$ cat src/rtl/stop_it_controller.sv
// Stop-It game sequencer: target preview, timed LED shifting,
// stop judgement and win/lose display for the LED shifter.
module stop_it_controller #(
  parameter int SHIFT_DIV   = 4_000_000,
  parameter int BLINK_DIV   = 6_000_000,
  parameter int BLINK_COUNT = 6
) (
  input  logic        clk_i,
  input  logic        rst_i,
  input  logic        go_i,
  input  logic        stop_i,
  input  logic [4:0]  target_i,
  output logic        shift_o,
  output logic        load_o,
  output logic [15:0] pattern_o,
  output logic        off_o,
  output logic        win_o,
  output logic        lose_o
);

  localparam int PW = (SHIFT_DIV > 1) ? $clog2(SHIFT_DIV) : 1;
  localparam int BW = (BLINK_DIV > 1) ? $clog2(BLINK_DIV) : 1;
  localparam int TW = $clog2(BLINK_COUNT + 1);

  typedef enum logic [2:0] {
    IDLE,
    LOAD,
    RUN,
    WIN,
    LOSE
  } state_t;

  state_t          state;
  logic [PW-1:0]   pre;
  logic [4:0]      step;
  logic [4:0]      tgt;
  logic [BW-1:0]   blk;
  logic [TW-1:0]   tog;
  logic            off_q;
  logic            go_q;
  logic            stop_q;

  logic            go_ev;
  logic            stop_ev;
  logic [4:0]      tgt_clamp;
  logic [16:0]     therm;
  logic            pre_wrap;
  logic            blk_wrap;
  logic            last_tog;
  logic            full;

  assign go_ev     = go_i & ~go_q;
  assign stop_ev   = stop_i & ~stop_q;
  assign tgt_clamp = (target_i > 5'd16) ? 5'd16 : target_i;
  assign therm     = (17'd1 << tgt_clamp) - 17'd1;
  assign pre_wrap  = (pre == PW'(SHIFT_DIV - 1));
  assign blk_wrap  = (blk == BW'(BLINK_DIV - 1));
  assign last_tog  = (tog == TW'(BLINK_COUNT - 1));
  assign full      = (step == 5'd16);

  always_ff @(posedge clk_i or posedge rst_i) begin
    if (rst_i) begin
      state  <= IDLE;
      pre    <= '0;
      step   <= '0;
      tgt    <= '0;
      blk    <= '0;
      tog    <= '0;
      off_q  <= 1'b0;
      go_q   <= 1'b0;
      stop_q <= 1'b0;
    end else begin
      go_q   <= go_i;
      stop_q <= stop_i;
      unique case (state)
        IDLE: begin
          if (go_ev) begin
            tgt   <= tgt_clamp;
            state <= LOAD;
          end
        end
        LOAD: begin
          pre   <= '0;
          step  <= '0;
          state <= RUN;
        end
        RUN: begin
          if (stop_ev) begin
            state <= (step == tgt) ? WIN : LOSE;
            blk   <= '0;
            tog   <= '0;
            off_q <= 1'b0;
          end else if (go_ev) begin
            state <= LOAD;
          end else if (pre_wrap) begin
            pre <= '0;
            if (!full) begin
              step <= step + 5'd1;
            end else begin
              state <= LOSE;
              blk   <= '0;
              tog   <= '0;
              off_q <= 1'b0;
            end
          end else begin
            pre <= pre + PW'(1);
          end
        end
        WIN, LOSE: begin
          // off_q toggles in LOSE too but is masked on the output
          if (blk_wrap) begin
            blk <= '0;
            if (last_tog) begin
              state <= IDLE;
              off_q <= 1'b0;
            end else begin
              tog   <= tog + TW'(1);
              off_q <= ~off_q;
            end
          end else begin
            blk <= blk + BW'(1);
          end
        end
        default: state <= IDLE;
      endcase
    end
  end

  assign shift_o   = (state == RUN) & pre_wrap & ~stop_ev & ~full;
  assign load_o    = (state == IDLE) | (state == LOAD);
  assign pattern_o = (state == IDLE) ? therm[15:0] : 16'h0000;
  assign off_o     = (state == WIN) & off_q;
  assign win_o     = (state == WIN);
  assign lose_o    = (state == LOSE);

endmodule

$ cat config.mk
export PLATFORM = sky130hd
export DESIGN_NAME = stop_it_controller
export DESIGN_NICKNAME = d
export VERILOG_FILES = /design/src/rtl/stop_it_controller.sv
export SDC_FILE = /design/constraint.sdc
export NUM_CORES = 1
export LEC_CHECK = 0
export ABC_CLOCK_PERIOD_IN_PS = 2450
export BUFFER_PORTS_ARGS = -buffer_cell sky130_fd_sc_hd__buf_2
export CORE_MARGIN = 1
export CORE_UTILIZATION = 50
export CTS_BUF_LIST = sky130_fd_sc_hd__clkbuf_8
export DETAILED_ROUTE_END_ITERATION = 12
export GPL_ROUTABILITY_DRIVEN = 0
export PLACE_DENSITY_LB_ADDON = 0.2
export REMOVE_ABC_BUFFERS = 1
export SLEW_MARGIN = 15
export SYNTH_ARGS = -nofsm -noshare
export SYNTH_HDL_FRONTEND = slang
export SYNTH_SLANG_ARGS = --single-unit
$ cat constraint.sdc
create_clock -name clk_i -period 2.45 [get_ports clk_i]
set_clock_uncertainty 0.05 [all_clocks]
set_input_delay 0.3675 -clock clk_i [delete_from_list [all_inputs] [get_ports clk_i]]
set_output_delay 0.3675 -clock clk_i [all_outputs]
set_load 0.05 [all_outputs]
==> metrics.md <==
| Metric | Value |
|---|---|
| Synth top area cells | dfrtp_1, nor2_1, nand2_1, nor3_1, o21ai_0 |
| First-pass GRT wire length | about 16000 um |
| Vias in the first global route | between 3000 and 4000 |
| Overflow after GRT | 0 |
| Sw frac | around 47% |
| Total CTS buffers | 9 |
| IO Count | 30 |
| Hold slack | between 0.04 and 0.05 ns |
| Worst Path Max Fanout | 4 |
| Sequential power share | 29.4% |
| Max-Cap Viols | 0 |
| # port buffers | 29 |
| Final Slew Violations | 0 |
| RSZ-0062 raised after global routing | yes |
| Ys flop type | dfrtp_1 |
| Clock sinks | 64 |
| Setup TNS | 0 ns |
| Longest Clk Path Bufs | 2 |
| Vias | approximately 3700 |
| Top cell type's share of synthesized area | 40.3% |
| Syn Area/Cell | roughly 8.7 um2 |
| Mapped Area | just under 0.004 mm2 |
| Slew HR | around 60% |
| Core box area | ~0.0077 mm2 |
| Drt drc | 0 |
| Initial DRC Count | between 150 and 200 |
| Clock share of power | approximately 22% |
| Area delta synth->final | 19.3% |
| Sw power | 2.02 mW |
| Die height | 91.2 um |
| CTS clock-pin slew for the worst setup and hold paths | around 0.070 ns |
| Area of the die | 0.00832 mm2 |
| Worst-Skew Late Latency | between 0.3 and 0.4 ns |
| Peak supply drop | between 0.001 and 0.0015 V |
| CTS tree | built |
| H-tree depth | 3 |
| CP Class | register to primary output |
| Reg2reg path depth | 6 |
| Worst Slack Setup Final | about 0.036 ns |
| Largest net degree at the start of global routing | 37 |
| HP Class | input pin to asynchronous set/reset pin |
| Synth unique cells | 58 |
| Worst EP required | about 2.0 ns |
| Status | finished, final reports clean |
| WL/cell | 14.6 um |
| Number of synthesized register bits | 64 |
| Global-route met1 utilization | a little under a third |
| Static leakage | about 2.2 nW |
| Internal | approximately 2.3 mW |
| Post-route cell area | about 0.0047 mm2 |
| Total track usage | a little under a quarter |
| Sequential area share after synthesis | between 40% and 50% |
| PD cells | just over 900 mW/mm2 |
| Synth area leader | dfrtp_1 |
| Slew at the pin closest to its max-slew limit | just over 0.6 ns |
| Most frequent cell after synthesis | dfrtp_1 |
| Antenna diodes | 0 |
| Placed Area | 0.00444 mm2 |
| Setup-failing EPs final | 0 |
| Antenna Nets Post-Route | 0 |
| Initial antenna violation count | 0 |
| Post-synth top cells | dfrtp_1, nor2_1, nand2_1, nor3_1, o21ai_0 |
| Gate power share | between 40 and 50% |
| Met3 usage | 3.18% |
| Layout fillers | around 650 |
| Detailed Place HPWL | ~6400 um |
| Pre-CTS WS | -0.0398 ns |
| Post-DR vias/cell | 5.88 |
| EDFF count, synth | 0 |
| Hold Vio Cnt, Final | 0 |
| CTS Root Cell | clkbuf_8 |
| Hold buffers post-CTS | 0 |
| Most Used Layer, Global Route | met2 |
| Layout cells sized above 1 | roughly a fifth |
| Max Freq | between 400 and 500 MHz |
| Drt pass-1 iters | 4 |
| Fin util | between 60% and 70% |
| Post-synthesis async set-or-reset flop share | between 90% and 100% |
| # rows | 32 |
| Initial Utilization | 51.5% |
| Synth Instances | ~460 |
| Worst EP arrival | roughly 2 ns |
| Post-Route WL | ~9000 um |
| Die X | 91.2 um |
| Grt met2 use | 38.1% |
| CP endpoint kind | primary output |
| Yosys warnings | 0 |
| Worst setup SP type | register |
| Fin crit share | around 99% |
| Minimum clock period | between 2 and 2.5 ns |
| Total Nets Final | between 500 and 600 |
routing by layer:
metal  vias up  part of all wire (%)  wire length, um
met5         -                     0                0
met3        15                   3.0              276
met4         0                   1.8              161
li1       1803                     -                -
met1      1788                    47             4280
met2        51                    48             4380
stage by stage:
| stage | total power [mW] | std cells |
|---|---|---|
| after detailed placement | 3.35 | 603 |
| after global placement | 3.33 | 603 |
| after floorplan | 2.71 | 438 |
| after CTS | 4.33 | 618 |
| after global routing | 4.54 | 622 |
| final | 4.32 | 622 |
worst paths after layout:
path | end | slack [ns] | startpoint
hold reg to reg | tgt[4]$_DFFE_PP0P_ | 0.44 | tgt[4]$_DFFE_PP0P_
min in group clk_i | stop_q$_DFF_PP0_ | 0.11 | stop_i
setup / recovery | shift_o | 0.04 | pre[8]$_DFFE_PP0P_
hold / removal | pre[21]$_DFFE_PP0P_ | 0.05 | rst_i
setup reg to reg | blk[7]$_DFFE_PP0P_ | 0.11 | blk[21]$_DFFE_PP0P_
max in group asynchronous | blk[7]$_DFFE_PP0P_ | 1.70 | rst_i
power by group through the flow:
stage / Combinational, mW / Clock, mW / Sequential [mW]
global route: 2.24 / 1.01 / 1.29
detailed placement: 2.06 / 0 / 1.29
finish: 2.09 / 0.961 / 1.27
global placement: 2.04 / 0 / 1.29
floorplan: 1.45 / 0 / 1.26
CTS: 2.08 / 0.978 / 1.27
placed cells by master (no fill, tap or decap), types with 5 or more instances in the layout:
| cell | instances |
|---|---|
| dfrtp_1 | 64 |
| nor2_1 | 43 |
| nand2_1 | 41 |
| buf_4 | 38 |
| o21ai_0 | 27 |
| buf_2 | 26 |
| nor3_1 | 25 |
| a21oi_1 | 24 |
| nand3_1 | 23 |
| and3_1 | 17 |
| inv_1 | 16 |
| xnor2_1 | 13 |
| clkbuf_8 | 12 |
| nand4_1 | 9 |
| a22o_1 | 9 |
| a211o_1 | 8 |
| ha_1 | 7 |
| nor2b_1 | 6 |
| xor2_1 | 6 |
| o31ai_1 | 6 |
| o211ai_1 | 5 |
| a21o_1 | 5 |
| a211oi_1 | 5 |
| a31oi_1 | 5 |
kinds of logic (layout without fill, tap and decap cells):
family,after synthesis,after routing,synth area share (%)
AO/OA/AOI/OAI,110,110,18.4
buffers and inverters,37,99,3.87
multiplexers,7,7,1.89
XOR/XNOR,19,19,4.18
flip-flops,64,64,40.3
AND/OR/NAND/NOR,214,214,29.2
adder cells (fa/ha/maj),7,7,2.20
repair_timing:
action                                  in CTS  in global routing
hold endpoints to repair                     0                  0
buffers inserted                             0                  4
pin swaps                                    1                  0
cloned                                       0                  0
endpoints found under the setup margin       4                  8
resized for setup                            7                 10
registers in the layout, summed over array words and instances, names as in the netlist:
register,flops
tgt,5
go_q,1
state,3
tog,3
stop_q,1
off_q,1
step,5
blk,23
pre,22
critical path, cell delays in order, from the launching register on:
cell and delay (ns):
dfrtp_1 0.41, or4b_1 0.59, nor2_2 0.15, buf_4 0.15
nand3_4 0.08, nor2_4 0.12, buf_8 0.15
cell type report:
cell class              count  area [um2]  area share, %
clock inverters             3        40.0          0.844
flip-flops and latches     64        1600           33.7
clock buffers              12         165           3.48
repair buffers             67         470           9.91
multi-input cells         357        2280           48.0
inverters                  17        63.8           1.34
well taps                 102         128           2.69
No activity file was read; power rests on OpenSTA's default activity.
